===== config.mk =====
export PLATFORM = sky130hd
export DESIGN_NAME = mdu_flat
export DESIGN_NICKNAME = d
export VERILOG_FILES = /design/src/rtl/mdu_pkg.sv /design/src/rtl/mdu_if.sv /design/src/rtl/mdu_sign_fix.sv /design/src/rtl/mdu.sv /design/src/flat_wrapper.sv
export SDC_FILE = /design/constraint.sdc
export NUM_CORES = 1
export LEC_CHECK = 0
export CAP_MARGIN = 20
export CELL_PAD_IN_SITES_DETAIL_PLACEMENT = 1
export CELL_PAD_IN_SITES_GLOBAL_PLACEMENT = 1
export CORE_MARGIN = 3
export CORE_UTILIZATION = 45
export CTS_CLUSTER_SIZE = 30
export DETAILED_ROUTE_END_ITERATION = 10
export PLACE_DENSITY = 0.83
export SETUP_SLACK_MARGIN = 0.2
export SYNTH_ARGS = -nofsm -noshare
export SYNTH_HDL_FRONTEND = slang
export SYNTH_SLANG_ARGS = --single-unit
export TNS_END_PERCENT = 30

===== constraint.sdc =====
create_clock -name clk -period 3.67 [get_ports clk]
set_clock_uncertainty 0.15 [all_clocks]
set_input_delay 0.734 -clock clk [delete_from_list [all_inputs] [get_ports clk]]
set_output_delay 0.734 -clock clk [all_outputs]
set_load 0.01 [all_outputs]

===== src/rtl/mdu_pkg.sv =====
// Shared definitions for the multiply/divide unit: sizes, op codes, FSM states.
package mdu_pkg;

  localparam int unsigned MDU_WIDTH = 32;
  localparam int unsigned MDU_CNT_W = 6;

  // MDUOp encoding; the two top codes are NOPs and leave the unit untouched
  typedef enum logic [2:0] {
    OP_MULT  = 3'b000,
    OP_MULTU = 3'b001,
    OP_DIV   = 3'b010,
    OP_DIVU  = 3'b011,
    OP_MTHI  = 3'b100,
    OP_MTLO  = 3'b101,
    OP_NOP0  = 3'b110,
    OP_NOP1  = 3'b111
  } mdu_op_e;

  typedef enum logic [1:0] {
    ST_IDLE = 2'b00,
    ST_MUL  = 2'b01,
    ST_DIV  = 2'b10,
    ST_FIX  = 2'b11
  } mdu_state_e;

endpackage


===== src/rtl/mdu_if.sv =====
// Controller <-> MDU request/response bundle; HI/LO are exported for MFHI/MFLO.
interface mdu_if #(
  parameter int unsigned WIDTH = 32
);

  logic             start;
  logic [2:0]       MDUOp;
  logic [WIDTH-1:0] A;
  logic [WIDTH-1:0] B;
  logic             busy;
  logic             done;
  logic [WIDTH-1:0] HI;
  logic [WIDTH-1:0] LO;

  modport master (
    output start, MDUOp, A, B,
    input  busy, done, HI, LO
  );

  modport slave (
    input  start, MDUOp, A, B,
    output busy, done, HI, LO
  );

endinterface


===== src/rtl/mdu_sign_fix.sv =====
// Conditional two's-complement negate, used to restore result signs.
module mdu_sign_fix #(
  parameter int unsigned W = 32
) (
  input  logic [W-1:0] val,
  input  logic         neg,
  output logic [W-1:0] res_c
);

  // Negate when the result must be negative, pass through otherwise
  assign res_c = neg ? (~val + W'(1)) : val;

endmodule


===== src/rtl/mdu.sv =====
// Iterative multiply/divide unit owning the HI/LO registers.
// Magnitudes are processed unsigned one bit per cycle; signs are restored in FIX.
module mdu
  import mdu_pkg::*;
#(
  parameter int unsigned WIDTH = MDU_WIDTH,
  parameter int unsigned CNT_W = MDU_CNT_W
) (
  input  logic clk,
  input  logic rst,
  mdu_if.slave bus
);

  localparam int unsigned W2 = 2 * WIDTH;

  mdu_state_e       state_q, state_d;
  logic [CNT_W-1:0] cnt_q, cnt_d;
  // MUL: full product accumulator; DIV: low half shifts dividend out / quotient in
  logic [W2-1:0]    acc_q, acc_d;
  logic [WIDTH-1:0] rem_q, rem_d;
  // multiplicand magnitude for MUL, divisor magnitude for DIV
  logic [WIDTH-1:0] opnd_q, opnd_d;
  logic [WIDTH-1:0] hi_q, hi_d;
  logic [WIDTH-1:0] lo_q, lo_d;
  logic             is_mul_q, is_mul_d;
  logic             neg_q, neg_d;
  logic             sgn_a_q, sgn_a_d;
  logic             busy_q, busy_d;
  logic             done_q, done_d;

  mdu_op_e          op_c;
  logic             signed_op_c;
  logic             a_neg_c;
  logic             b_neg_c;
  logic [WIDTH-1:0] a_abs_c;
  logic [WIDTH-1:0] b_abs_c;
  logic [WIDTH:0]   mul_sum_c;
  logic [WIDTH:0]   div_shift_c;
  logic [WIDTH:0]   div_diff_c;
  logic [W2-1:0]    prod_fix_c;
  logic [WIDTH-1:0] quo_fix_c;
  logic [WIDTH-1:0] rem_fix_c;

  // Operand decode and magnitudes; 0x80000000 maps onto itself as unsigned
  assign op_c        = mdu_op_e'(bus.MDUOp);
  assign signed_op_c = (op_c == OP_MULT) || (op_c == OP_DIV);
  assign a_neg_c     = signed_op_c & bus.A[WIDTH-1];
  assign b_neg_c     = signed_op_c & bus.B[WIDTH-1];
  assign a_abs_c     = a_neg_c ? (~bus.A + WIDTH'(1)) : bus.A;
  assign b_abs_c     = b_neg_c ? (~bus.B + WIDTH'(1)) : bus.B;

  // One shift-add step: add multiplicand to the top half when the LSB is set
  assign mul_sum_c   = {1'b0, acc_q[W2-1:WIDTH]} + (acc_q[0] ? {1'b0, opnd_q} : '0);

  // One restoring-division step: borrow out of the trial subtract means restore
  assign div_shift_c = {rem_q, acc_q[WIDTH-1]};
  assign div_diff_c  = div_shift_c - {1'b0, opnd_q};

  mdu_sign_fix #(.W(W2)) u_fix_prod (
    .val   (acc_q),
    .neg   (neg_q),
    .res_c (prod_fix_c)
  );

  mdu_sign_fix #(.W(WIDTH)) u_fix_quo (
    .val   (acc_q[WIDTH-1:0]),
    .neg   (neg_q),
    .res_c (quo_fix_c)
  );

  mdu_sign_fix #(.W(WIDTH)) u_fix_rem (
    .val   (rem_q),
    .neg   (sgn_a_q),
    .res_c (rem_fix_c)
  );

  // Next-state, datapath and output decisions
  always_comb begin
    state_d  = state_q;
    cnt_d    = cnt_q;
    acc_d    = acc_q;
    rem_d    = rem_q;
    opnd_d   = opnd_q;
    hi_d     = hi_q;
    lo_d     = lo_q;
    is_mul_d = is_mul_q;
    neg_d    = neg_q;
    sgn_a_d  = sgn_a_q;

    case (state_q)
      ST_IDLE: begin
        if (bus.start) begin
          case (op_c)
            OP_MTHI: hi_d = bus.A;
            OP_MTLO: lo_d = bus.A;
            OP_MULT, OP_MULTU: begin
              acc_d    = {WIDTH'(0), b_abs_c};
              opnd_d   = a_abs_c;
              cnt_d    = CNT_W'(WIDTH);
              is_mul_d = 1'b1;
              neg_d    = a_neg_c ^ b_neg_c;
              sgn_a_d  = a_neg_c;
              state_d  = ST_MUL;
            end
            OP_DIV, OP_DIVU: begin
              is_mul_d = 1'b0;
              if (bus.B == '0) begin
                // divide by zero: skip iteration, FIX writes HI=A, LO=all ones
                rem_d   = bus.A;
                acc_d   = {WIDTH'(0), {WIDTH{1'b1}}};
                cnt_d   = '0;
                neg_d   = 1'b0;
                sgn_a_d = 1'b0;
                state_d = ST_FIX;
              end else begin
                rem_d   = '0;
                acc_d   = {WIDTH'(0), a_abs_c};
                opnd_d  = b_abs_c;
                cnt_d   = CNT_W'(WIDTH);
                neg_d   = a_neg_c ^ b_neg_c;
                sgn_a_d = a_neg_c;
                state_d = ST_DIV;
              end
            end
            default: ;
          endcase
        end
      end

      ST_MUL: begin
        acc_d = {mul_sum_c, acc_q[WIDTH-1:1]};
        cnt_d = cnt_q - CNT_W'(1);
        if (cnt_q == CNT_W'(1)) begin
          state_d = ST_FIX;
        end
      end

      ST_DIV: begin
        if (div_diff_c[WIDTH]) begin
          rem_d = {rem_q[WIDTH-2:0], acc_q[WIDTH-1]};
        end else begin
          rem_d = div_diff_c[WIDTH-1:0];
        end
        acc_d = {acc_q[W2-1:WIDTH], acc_q[WIDTH-2:0], ~div_diff_c[WIDTH]};
        cnt_d = cnt_q - CNT_W'(1);
        if (cnt_q == CNT_W'(1)) begin
          state_d = ST_FIX;
        end
      end

      ST_FIX: begin
        hi_d    = is_mul_q ? prod_fix_c[W2-1:WIDTH] : rem_fix_c;
        lo_d    = is_mul_q ? prod_fix_c[WIDTH-1:0]  : quo_fix_c;
        cnt_d   = '0;
        state_d = ST_IDLE;
      end

      default: state_d = ST_IDLE;
    endcase

    busy_d = (state_d != ST_IDLE);
    done_d = (state_d == ST_FIX);
  end

  // State, datapath and registered outputs; reset aborts with no HI/LO update
  always_ff @(posedge clk or negedge rst) begin
    if (!rst) begin
      state_q  <= ST_IDLE;
      cnt_q    <= '0;
      acc_q    <= '0;
      rem_q    <= '0;
      opnd_q   <= '0;
      hi_q     <= '0;
      lo_q     <= '0;
      is_mul_q <= 1'b0;
      neg_q    <= 1'b0;
      sgn_a_q  <= 1'b0;
      busy_q   <= 1'b0;
      done_q   <= 1'b0;
    end else begin
      state_q  <= state_d;
      cnt_q    <= cnt_d;
      acc_q    <= acc_d;
      rem_q    <= rem_d;
      opnd_q   <= opnd_d;
      hi_q     <= hi_d;
      lo_q     <= lo_d;
      is_mul_q <= is_mul_d;
      neg_q    <= neg_d;
      sgn_a_q  <= sgn_a_d;
      busy_q   <= busy_d;
      done_q   <= done_d;
    end
  end

  assign bus.busy = busy_q;
  assign bus.done = done_q;
  assign bus.HI   = hi_q;
  assign bus.LO   = lo_q;

endmodule


===== src/flat_wrapper.sv =====
// flat-port wrapper written by rule: the top's interface ports become plain ports
module mdu_flat import mdu_pkg::*;
#(
  parameter int unsigned WIDTH = MDU_WIDTH,
  parameter int unsigned CNT_W = MDU_CNT_W
)
  (clk, rst, bus_start, bus_MDUOp, bus_A, bus_B, bus_busy, bus_done, bus_HI, bus_LO);
  mdu_if #(.WIDTH(WIDTH)) bus_i ();
  input  logic clk;
  input  logic rst;
  input wire logic [$bits(bus_i.start)-1:0] bus_start;
  input wire logic [$bits(bus_i.MDUOp)-1:0] bus_MDUOp;
  input wire logic [$bits(bus_i.A)-1:0] bus_A;
  input wire logic [$bits(bus_i.B)-1:0] bus_B;
  output wire logic [$bits(bus_i.busy)-1:0] bus_busy;
  output wire logic [$bits(bus_i.done)-1:0] bus_done;
  output wire logic [$bits(bus_i.HI)-1:0] bus_HI;
  output wire logic [$bits(bus_i.LO)-1:0] bus_LO;
  assign bus_i.start = bus_start;
  assign bus_i.MDUOp = bus_MDUOp;
  assign bus_i.A = bus_A;
  assign bus_i.B = bus_B;
  assign bus_busy = bus_i.busy;
  assign bus_done = bus_i.done;
  assign bus_HI = bus_i.HI;
  assign bus_LO = bus_i.LO;
  mdu #(.WIDTH(WIDTH), .CNT_W(CNT_W)) u_core (.clk(clk), .rst(rst), .bus(bus_i));
endmodule

# ---- Word-level counts from Yosys, hierarchy flattened
# Index checks and enable logic that the tools add are counted.
dict set report totals {
  wordCells 107
  ff_bits 205
}
dict set report op_classes {
  n_reduce_logical 21
  add_sub_neg 8
  mux 39
  bitwise 10
  eq_ne 16
}
# op count
set ops {}
lappend ops {{2-to-1 mux 32 bit} 17}
lappend ops {{one-hot mux 32 bit (2 select lines)} 4}
lappend ops {{one-hot mux 64 bit (3 select lines)} 1}
lappend ops {{adder 32 x 1 -> 32 bit (second input constant)} 4}
lappend ops {{2-to-1 mux 64 bit} 2}
lappend ops {{NOT 32 bit} 4}
lappend ops {{one-hot mux 64 bit (2 select lines)} 1}
lappend ops {{adder 64 x 1 -> 64 bit (second input constant)} 1}
lappend ops {{NOT 64 bit} 1}
lappend ops {{adder 32 x 33 -> 33 bit} 1}
lappend ops {{subtractor 33 x 32 -> 33 bit} 1}
lappend ops {{logical NOT 32 bit} 1}
lappend ops {{one-hot mux 6 bit (3 select lines)} 1}
lappend ops {{AND reduction 3 bit} 5}
lappend ops {{2-to-1 mux 6 bit} 2}
lappend ops {{one-hot mux 6 bit (2 select lines)} 1}
lappend ops {{!= test 2 bit (second input constant)} 5}
lappend ops {{nonzero test 2 bit} 5}
lappend ops {{AND reduction 4 bit} 2}
lappend ops {{equality test 2 bit (second input constant)} 3}
lappend ops {{equality test 3 x 2 -> 1 bit (second input constant)} 2}
lappend ops {{equality test 3 bit (second input constant)} 2}
lappend ops {{equality test 6 x 1 -> 1 bit (second input constant)} 1}
lappend ops {{one-hot mux 1 bit (2 select lines)} 3}
lappend ops {{17 further kinds} 24}

# ---- Longest topological paths before layout
# Gate-level depths: netlist of run 1.
dict set report depth {
  ltp_word 8
  ltp_mapped 14
  mapped_depth_nobuf 13
}

# ---- Modules after synthesis
# Synthesis of run 1 repeated with hierarchy kept, for this count alone.
dict set report unflattened {
  cells_unflattened 2221
  area_unflattened_um2 18838.1
}
# mod cells_per_inst instances seq_area_each_um2 area_each_um2
set modules_own_cells {}
lappend modules_own_cells {mdu 1817 1 5129.9 15635.0}
lappend modules_own_cells {{mdu_sign_fix at u_core.u_fix_prod} 206 1 0.0 1649.1}
lappend modules_own_cells {{mdu_sign_fix at u_core.u_fix_quo ...} 99 2 0.0 777.0}

# ---- Worst setup path after synthesis of run 1
# No wires, ideal clock.
dict set report synth_timing {
  kind {in2reg}
  startpoint {in bus_B[5]}
  endpoint {reg u_core.cnt_q[5]}
  setup_ps 157
  arrival_time_ps 3091
  path_buffers 3
  path_slack_ps 272
  cell_stages 10
  path_cell_list {nor4_1 and4_1 clkbuf_1 nand3b_1 nor4_1 and2_1 or2_2 clkbuf_1 buf_1 o311ai_0}
}
dict set report synth_via {
  elab_chain_len 5
}
# item line
set synth_lines {}
lappend synth_lines {{from (decl)} flat_wrapper.sv:14} ;# input wire logic [$bits(bus_i.B)-1:0] bus_B;
lappend synth_lines {{logical NOT 32 bit} mdu.sv:107} ;# if (bus.B == '0) begin
lappend synth_lines {{2-to-1 mux 6 bit} mdu.sv:107}
lappend synth_lines {{one-hot mux 6 bit (2 select lines)} mdu.sv:93} ;# case (op_c)
lappend synth_lines {{2-to-1 mux 6 bit} mdu.sv:92} ;# if (bus.start) begin
lappend synth_lines {{one-hot mux 6 bit (3 select lines)} mdu.sv:90} ;# case (state_q)
lappend synth_lines {{to (signal assigned)} mdu.sv:182} ;# cnt_q <= cnt_d;
lappend synth_lines {{to (decl)} mdu.sv:17} ;# logic [CNT_W-1:0] cnt_q, cnt_d;
# No other way between the ends. The select of a mux whose other input is x is not followed.
# A chain may end at the register's enable or synchronous reset.

# ---- Worst setup path after layout of run 1
dict set report layout_timing {
  startpoint {reg u_core.acc_q[26]}
  endpoint {reg u_core.hi_q[9], in the netlist u_core.bus.HI[9]}
}
dict set report layout_via {
  elab_chain_len 5
}
# item line
set layout_lines {}
lappend layout_lines {{from (decl)} mdu.sv:19} ;# logic [W2-1:0] acc_q, acc_d;
lappend layout_lines {{from (signal assigned)} mdu.sv:170} ;# acc_q <= '0;
lappend layout_lines {{from (signal assigned)} mdu.sv:183} ;# acc_q <= acc_d;
lappend layout_lines {{NOT 64 bit} mdu_sign_fix.sv:11} ;# assign res_c = neg ? (~val + W'(1)) : val;
lappend layout_lines {{adder 64 x 1 -> 64 bit} mdu_sign_fix.sv:11}
lappend layout_lines {{2-to-1 mux 64 bit} mdu_sign_fix.sv:11}
lappend layout_lines {{2-to-1 mux 32 bit} mdu.sv:152} ;# hi_d = is_mul_q ? prod_fix_c[W2-1:WIDTH] : rem_fix_c;
lappend layout_lines {{one-hot mux 32 bit (2 select lines)} mdu.sv:90}
lappend layout_lines {{to (signal assigned)} mdu.sv:186} ;# hi_q <= hi_d;
lappend layout_lines {{to (decl)} mdu.sv:23} ;# logic [WIDTH-1:0] hi_q, hi_d;
# No other way between the ends.

==> results of run 1 <==
==> cells in the final DEF (no fill, tap or decap), types with 65 or more instances in the layout <==
cell,count
ha_1,68
buf_4,218
inv_1,65
o21ai_0,234
a21oi_1,196
dfrtp_1,203
clkdlybuf4s50_1,134
xnor2_1,105
nand2_1,266
nor2_1,213
xor2_1,95
==> layer usage <==
layer  GRT usage, %  up-vias  wire length, µm
met4          17.56        0             4390
met3          8.711      207             7444
met2          59.81      919            35620
met1          50.50     9541            32910
met5              0        -                0
li1               -     8442                -
==> per-stage QoR <==
stage | std cells | setup TNS, ns
2_1_floorplan | 2214 | 0
3_3_place_gp | 2934 | -0.08442
3_5_place_dp | 2934 | -1.361
4_1_cts | 2983 | 0
5_1_grt | 2989 | 0
6_report | 2989 | 0
==> report_power, final <==
part           internal (mW)  total, mW  leakage (nW)  switching, mW
Clock                   1.76       2.92         0.464           1.16
Sequential              3.32       4.51          2.56           1.19
Combinational           5.81       14.7          6.22           8.85
Total                   10.9       22.1          9.24           11.2
==> what timing repair did <==
action | in CTS | in global routing
gates resized for setup | 18 | 44
gates cloned | 0 | 2
endpoints found under the setup margin | 52 | 67
pin swaps | 2 | 19
hold buffers | 0 | 0
setup buffers | 0 | 4
==> cell families after synthesis <==
kind of cell    after synthesis  synth area share (%)
compound gates              750                 27.07
simple gates                740                 19.99
buf+inv                     218                 5.177
flops                       205                 30.24
xor+xnor                    200                 10.33
fa+ha+maj                    76                 5.694
mux                          25                 1.512
==> final cells by class <==
| class | count | area [µm²] |
|---|---|---|
| clock buffers | 37 | 773.2 |
| clock inverters | 12 | 186.4 |
| fillers | 4488 | 15410 |
| inverters | 73 | 276.5 |
| multi-input cells | 1791 | 11220 |
| flip-flops and latches | 205 | 5132 |
| well taps | 504 | 630.6 |
| repair buffers | 367 | 3242 |
==> path summary, 6_finish.rpt <==
| kind | start | end | cells after the start |
|---|---|---|---|
| max | u_core.acc_q[26] | u_core.bus.HI[9] | 9 |
| max in group asynchronous | rst | u_core.acc_q[45] | 2 |
| min in group clk | u_core.bus.LO[14] | u_core.bus.LO[14] | 2 |
| max reg2reg | u_core.acc_q[26] | u_core.bus.HI[9] | 9 |
| min | rst | u_core.bus.LO[22] | 1 |
| min reg2reg | u_core.bus.LO[14] | u_core.bus.LO[14] | 2 |
==> worst reg2reg max path: cells and delay by family (launching register included) <==
| family | cells | cell delay (ns) |
|---|---|---|
| AO/OA/AOI/OAI | 3 | 0.72 |
| AND/OR/NAND/NOR | 4 | 1.76 |
| XOR/XNOR | 1 | 0.22 |
| flip-flops | 1 | 0.37 |
| buffers and inverters | 1 | 0.18 |
==> state kept, by name (all words and copies together) (netlist names), 2 cells and up <==
| name | count |
|---|---|
| u_core.cnt_q | 6 |
| u_core.opnd_q | 32 |
| u_core.bus.LO | 32 |
| u_core.state_q | 2 |
| u_core.rem_q | 32 |
| u_core.acc_q | 64 |
| u_core.bus.HI | 32 |
==> summary.md, run 1 <==
| Metric | Value |
|---|---|
| Routed vias/inst | 6.393 |
| Mapped Nets | 2,360 |
| Post-route ant nets | 0 |
| Die X | 200.2 µm |
| Cell variety after synth | 78 |
| Syn avg cell area | 7.663 µm² |
| Mapped cell area | 0.01697 mm² |
| Critical-path maximum fanout | 4 |
| GPL Wtd Cong | 1.043 |
| Post-synth top cells | 267 x nand2_1, 239 x o21ai_0, 217 x nor2_1, 205 x dfrtp_1, 202 x a21oi_1 |
| Crit path required time | 3.96 ns |
| R2R Setup Slk | 0.13 ns |
| Setup Viol. Count Final | 0 |
| Starting Density | a little under half |
| Fmax achieved | 0.2824 GHz |
| Diode count | 0 |
| Die height | around 200 µm |
| Crit. End Element | flop |
| Slew @ Worst Pin | 0.9273 ns |
| Clock Latency Late Sink | 0.59 ns |
| Synth Instances | 2,214 |
| Crit path DAT | 3.83 ns |
| Clk pin slew, worst setup/hold paths | 0.06 ns |
| Initial antenna violation count | 2 |
| 1st-pass router iterations | 5 |
| Critical-path top delay cell | or4_1 |
| Crit path kind | reg2reg |
| CP cell instances | or4_1 -> or4_4 -> or4_1 -> buf_4 -> o41ai_1 -> xor2_1 -> nand2_1 -> o211ai_1 -> a21oi_1 |
| Most numerous cell in the Yosys netlist | nand2_1 |
| Critical path buffers and inverters | 1 |
| WHS | 0.01423 ns |
| Gr usage total | 38.24% |
| Top cell by count, worst path | or4_1 |
| EDFF count, synth | 0 |
| Startpoint Class | flop |
| Power consumption | ~22 mW |
| CTS tree | yes |
| Final core utilization | 58.20% |
| Post-DP Area | 0.02022 mm² |
| Final Cycle Share | just under 100% |
| Vias in the first global route | 19,278 |
| Seq cells post-synth | 205 |
| Final Cell Area | 0.02146 mm² |
| Vias post-DR | 19,109 |
| Grt ovf | 0 |
| HP Class | in2async |
| Top-area cell type share of the netlist area | 30.24% |
| Share of post-route cells with drive strength above 1 | between 10 and 15% |
| Dpl hpwl | 61,300 µm |
| WL final | between 80,000 and 90,000 µm |
| Global-route wire length before repair | 119,700 µm |
| Max VDD drop | 0.0005833 V |
| Synth-to-Final Area Change | 26.49% |
| Family with the most delay on the worst path | simple AND/OR/NAND/NOR gates |
| Pre-CTS setup slack | -0.1332 ns |
| H-tree level count | 1 |
| DRC violations left | 0 |
| Slew HR | 38.18% |
| YS warnings | 0 |
| Area of the die | 0.04007 mm² |
| Largest net degree at the start of global routing | 77 |
| IO buf count | 135 |
| DRT iter0 DRCs | 1,981 |
| Wire per inst | 26.89 µm |
| Nets | 2,611 |
| Rows | 70 |
| Slew Viols, Final | 0 |
| PwrDens | ~1000 mW/mm² |
| RSZ-0062 raised after global routing | yes |
| Final number of hold-violating endpoints | 0 |
| Post-route minimum period | 3.541 ns |
| Post-synthesis sequential area ratio | 30.24% |
| Area leader, netlist | dfrtp_1 |
| Synth Flop Type | dfrtp_1 |
| Synth area leaders | dfrtp_1 30%, o21ai_0 7.1%, a21oi_1 6.0% |
| Largest stage delay, worst path | ~0.58 ns |
| Num ports | 136 |
| Final WS setup | 0.1291 ns |
| Max-capacitance violation count | 0 |
| Status | finished clean |
| Root buffer cell | clkbuf_16 |
| Async set or reset register ratio after synthesis | between 90% and 100% |
| Leakage | 9.242 nW |
| CTS Sinks | ~200 |
| CTS max path bufs | 3 |
| Core Box Area | between 0.03 and 0.04 mm² |
| Num CTS Buffers | 27 |
Power figures use the tool's default switching activity.
==> run 2, diff against run 1 <==
--- a/config.mk
+++ b/config.mk
@@ -12,6 +12,7 @@
 export CORE_UTILIZATION = 45
 export CTS_CLUSTER_SIZE = 30
 export DETAILED_ROUTE_END_ITERATION = 10
+export HOLD_SLACK_MARGIN = 0.12
 export PLACE_DENSITY = 0.83
 export SETUP_SLACK_MARGIN = 0.2
 export SYNTH_ARGS = -nofsm -noshare
==> run 2 against run 1 <==
  * Via count grew 0.53%
  * First-iteration DRC count shrank 1.3%
  * Wire length grew 0.10%
  * Hold slack gained 0.32 ns
  * Critical path type unchanged
  * Sequential power is essentially flat
  * Worst setup slack gained 0.0052 ns
  * Combinational power is essentially flat
  * Cell area is essentially flat
  * Clock power is essentially flat
  * Total power is essentially flat
  * Global-route usage is essentially flat
  * Cell count is essentially flat
==> summary.md, run 2 (synthesis gave the netlist of run 1 again) <==
| Metric | Value |
|---|---|
| Num ports | ~140 |
| Wire per inst | 26.91 µm |
| Final number of hold-violating endpoints | 0 |
| Placed Cells | 2,934 |
| Gr usage total | a little under two fifths |
| WL final | around 80,000 µm |
| Max-capacitance violation count | 0 |
| Area of the die | 0.04007 mm² |
| CP startpoint | u_core.acc_q[26] |
| Die height | 200.2 µm |
| CTS tree | yes |
| Dpl hpwl | 61,300 µm |
| CTS max path bufs | 3 |
| Vias post-DR | 19,210 |
| 1st-pass router iterations | 9 |
| Clock Latency Late Sink | 0.59 ns |
| Final core utilization | 58.23% |
| Diode count | 0 |
| DRC violations left | 0 |
| Max VDD drop | slightly below 0.0006 V |
| Fmax achieved | 0.2828 GHz |
| Setup Viol. Count Final | 0 |
| Highest-count cells in the layout ignoring fill and taps | 266 x nand2_1, 234 x o21ai_0, 218 x buf_4 |
| RSZ-0062 raised after global routing | yes |
| Global-route wire length before repair | 119,700 µm |
| Initial antenna violation count | 2 |
| WHS | 0.3305 ns |
| Grt ovf | 0 |
| HP Class | reg2reg |
| Crit path required time | 3.96 ns |
| Slew HR | 35.68% |
| Rows | 70 |
| Routed vias/inst | 6.425 |
| GPL Wtd Cong | 1.043 |
| Share of post-route cells with drive strength above 1 | 14.56% |
| DRT iter0 DRCs | 1,955 |
| Commonest non-fill, non-tap cell in the layout | nand2_1 |
| Pre-CTS setup slack | -0.1332 ns |
| Nets | 2,612 |
| CTS Sinks | 205 |
| Critical-path maximum fanout | 4 |
| Clk pin slew, worst setup/hold paths | roughly 0.06 ns |
| IO buf count | ~140 |
| Vias in the first global route | 19,278 |
| Leakage | 9.247 nW |
| Starting Density | 46.01% |
| FF-to-FF Start | u_core.acc_q[26] |
| Max reg flops | 64 |
| Crit path kind | reg2reg |
| Crit path DAT | 3.83 ns |
| Layout Cells excl Fill | about 3,000 |
| Reg with most FFs | u_core.acc_q |
| Status | finished clean |
| Final WS setup | approximately 0.13 ns |
| Slew Viols, Final | 0 |
| Fillers | 4,488 |
| Root buffer cell | clkbuf_16 |
| Post-route minimum period | around 3.5 ns |
| Slew @ Worst Pin | a little under 1 ns |
| Worst Min Path Start | u_core.bus.LO[14] |
| Synth-to-Final Area Change | 26.55% |
| H-tree level count | 1 |
| Startpoint Class | flop |
| Post-route ant nets | 0 |
| Num CTS Buffers | 27 |
| PwrDens | 1030 mW/mm² |
| Final Cycle Share | 96.34% |
| Largest net degree at the start of global routing | 77 |
| Die X | 200.2 µm |
| Total Neg Setup Slack | 0 ns |
| Crit. End Element | flop |
| Core Box Area | 0.03687 mm² |
[run 2: changes by cell type in the layout (fill, tap and decap cells not counted)]
cell           change
dlygate4sd3_1      +1
[run 2: worst paths after layout]
path / end / slack (ns) / cells past startpoint
max in group asynchronous: u_core.acc_q[45] / 1.76 / 3
min: u_core.bus.LO[14] / 0.33 / 2
min in group asynchronous: u_core.bus.LO[22] / 0.60 / 2
max reg2reg: u_core.bus.HI[9] / 0.13 / 9
max: u_core.bus.HI[9] / 0.13 / 9
min reg2reg: u_core.bus.LO[14] / 0.33 / 2
[run 2: repair_timing]
action	in CTS	in global routing
pin swaps	2	19
hold buffers	1	0
resized for setup	18	44
cloned	0	2
endpoints found under the hold margin	71	0
endpoints found under the setup margin	52	67
setup buffers	0	4
[run 2: final cells by class]
class                      count  area (µm²)  area share [%]
clock inverter                12       186.4          0.8684
multi-input combinational   1791       11220           52.25
inverter                      73       276.5           1.288
tap                          504       630.6           2.937
clock buffer                  37       773.2           3.602
sequential                   205        5132           23.91
timing repair buffer         368        3252           15.15
[run 2: through the flow]
step | instance area, µm² | total power, mW
after floorplan | 16970 | 12.49
after global placement | 20220 | 17.59
after detailed placement | 20220 | 18.17
after CTS | 21250 | 21.29
after global routing | 21470 | 23.39
final | 21470 | 22.10
[run 2: per-layer routing]
metal	share of wire, %	track usage (%)
met2	44	59.84
met1	40	50.48
met4	5.6	17.56
met5	0	0
met3	10	8.711
[run 2: worst max-delay path: stages, from the launching register on]
cell      delay (ns)
dfrtp_1         0.37
or4_1           0.58
or4_4           0.55
or4_1           0.53
buf_4           0.18
o41ai_1         0.32
xor2_1          0.23
nand2_1         0.09
o211ai_1        0.25
a21oi_1         0.14
[run 2: power by group]
group	internal [mW]	switching, mW	leakage (nW)
registers	3.32	1.18	2.56
clock network	1.76	1.16	0.464
logic	5.81	8.86	6.22
==> run 3, diff against run 2 <==
--- a/config.mk
+++ b/config.mk
@@ -8,12 +8,12 @@
 export CAP_MARGIN = 20
 export CELL_PAD_IN_SITES_DETAIL_PLACEMENT = 1
 export CELL_PAD_IN_SITES_GLOBAL_PLACEMENT = 1
-export CORE_MARGIN = 3
+export CORE_MARGIN = 1
 export CORE_UTILIZATION = 45
 export CTS_CLUSTER_SIZE = 30
 export DETAILED_ROUTE_END_ITERATION = 10
 export HOLD_SLACK_MARGIN = 0.12
-export PLACE_DENSITY = 0.83
+export PLACE_DENSITY = 0.81
 export SETUP_SLACK_MARGIN = 0.2
 export SYNTH_ARGS = -nofsm -noshare
 export SYNTH_HDL_FRONTEND = slang
==> run 3 against run 2 <==
  * Cell area up 1.5%
  * Register-to-register slack got worse by 0.04 ns
  * Global-route usage is 3.7 points higher
  * Cell count increased by 0.90%
  * Clock-buffer cell count is 4 lower
==> summary.md, run 3 (synthesis gave the netlist of run 1 again) <==
| Metric | Value |
|---|---|
| Status | finished clean |
| Final WS setup | between 0.09 and 0.1 ns |
| Slew HR | 27.15% |
| Setup Viol. Count Final | 0 |
| RSZ-0062 raised after global routing | yes |
| Placed Cells | slightly below 3,000 |
| Gr usage total | 41.96% |
| Final Cycle Share | about 97% |
| Post-route minimum period | 3.574 ns |
| Layout Cells excl Fill | 3,017 |
| Vias post-DR | approximately 20,000 |
| Synth-to-Final Area Change | 28.50% |
| Crit path kind | reg2reg |
| Worst Min Path Start | u_core.bus.LO[17] |
| Num CTS Buffers | 26 |
| Max-capacitance violation count | 0 |
| Largest net degree at the start of global routing | 65 |
| Crit path DAT | 3.90 ns |
| Initial antenna violation count | 4 |
| Area of the die | 0.03848 mm² |
| DRT iter0 DRCs | 1,978 |
| Vias in the first global route | 19,542 |
| Area of the multi-input gates | 0.01132 mm² |
| Startpoint Class | flop |
| Commonest non-fill, non-tap cell in the layout | nand2_1 |
| WL final | around 82,000 µm |
| Grt ovf | 0 |
| Fillers | 4,488 |
| GPL Wtd Cong | 1.032 |
| CP startpoint | u_core.opnd_q[27] |
| Final number of hold-violating endpoints | 0 |
| Rows | 70 |
| Wire per inst | about 27 µm |
| Num ports | between 100 and 150 |
| Core Box Area | 0.03687 mm² |
| Leakage | between 9 and 10 nW |
| Max reg flops | 64 |
| Die X | a little under 200 µm |
| Final Cell Area | 0.02180 mm² |
| Pre-CTS setup slack | -0.1050 ns |
| Diode count | 0 |
| Share of post-route cells with drive strength above 1 | around 16% |
| Slew @ Worst Pin | 1.093 ns |
| Routed vias/inst | 6.481 |
| FF-to-FF Start | u_core.opnd_q[27] |
| PwrDens | 1042 mW/mm² |
| Nets | around 2,600 |
| Sequential cell area | 0.005135 mm² |
| Crit. End Element | flop |
| Slew Viols, Final | 0 |
| IO buf count | 135 |
| Highest-count cells in the layout ignoring fill and taps | 265 x nand2_1, 245 x buf_4, 235 x o21ai_0 |
| CTS tree | yes |
| CTS Sinks | 205 |
| DRC violations left | 0 |
| 1st-pass router iterations | 6 |
| Die height | 196.2 µm |
| Crit path required time | ~4 ns |
| Root buffer cell | clkbuf_16 |
| Critical-path maximum fanout | 6 |
| HP Class | reg2reg |
| H-tree level count | 1 |
| Fmax achieved | 0.2798 GHz |
| Post-route ant nets | 0 |
| Global-route wire length before repair | 122,100 µm |
| Clock Latency Late Sink | 0.59 ns |
| Final core utilization | 59.12% |
| WHS | about 0.32 ns |
| CTS max path bufs | 3 |
| Reg with most FFs | u_core.acc_q |
| Clk pin slew, worst setup/hold paths | 0.06 ns |
| Post-DP Area | 0.02036 mm² |
| Dpl hpwl | 62,810 µm |
| Starting Density | 46.01% |
| Max VDD drop | 0.0005654 V |
run 3: cell count changes in the layout (fill, tap and decap cells not counted), sizes merged:
| cell | before | now |
|---|---|---|
| clkinv | 5 | 8 |
| clkbuf | 39 | 36 |
| inv | 73 | 71 |
| buf | 231 | 259 |
| bufinv | 4 | 5 |
run 3: worst max-delay path, stage by stage, from the launching register on:
cell	delay, ns
dfrtp_1	0.41
inv_2	0.14
ha_4	0.23
buf_6	0.13
a221o_1	0.37
o31a_1	0.32
nand2b_4	0.16
or2_4	0.27
o211ai_1	0.44
buf_4	0.24
buf_6	0.14
and3_1	0.17
a31oi_1	0.05
a31oi_1	0.23
run 3: routing by layer:
metal / vias to the layer above / track usage (%) / routed length, µm
met3: 258 / 8.939 / 8157
li1: 8498 / - / -
met2: 1073 / 65.23 / 36080
met5: - / 0 / 34
met1: 9717 / 55.46 / 33330
met4: 6 / 20.08 / 4737
run 3: metrics by stage:
step                 TNS, ns  power (mW)
floorplan                  0       12.49
global placement    -0.09231       17.77
detailed placement   -0.7407       18.34
CTS                        0       21.47
global route               0       23.86
finish                     0       22.72
run 3: power by group:
part,leakage [nW],switching [mW],internal [mW]
sequential,2.56,1.21,3.32
clock,0.450,1.16,1.73
combinational,6.38,9.20,6.09
run 3: final timing paths:
path	end	slack, ns	depth (start not counted)
max	u_core.rem_q[15]	0.1	13
min	u_core.bus.LO[17]	0.32	2
max reg2reg	u_core.rem_q[15]	0.1	13
min reg2reg	u_core.bus.LO[17]	0.32	2
max in group asynchronous	u_core.acc_q[0]	1.99	3
min in group asynchronous	u_core.bus.HI[17]	0.58	2
run 3: layout make-up:
type,count,area share (%)
Timing Repair Buffer,397,16.11
Clock inverter,14,0.9815
Multi-Input combinational cell,1791,51.91
Sequential cell,205,23.56
Tap cell,504,2.893
Clock buffer,33,3.289
Inverter,73,1.257
run 3: timing repair:
item	4_1_cts	5_1_grt
hold buffers	1	0
pin swaps	3	23
setup buffers	6	9
resized for setup	29	50
gates cloned	0	3
setup endpoints to repair	47	63
endpoints found under the hold margin	55	0
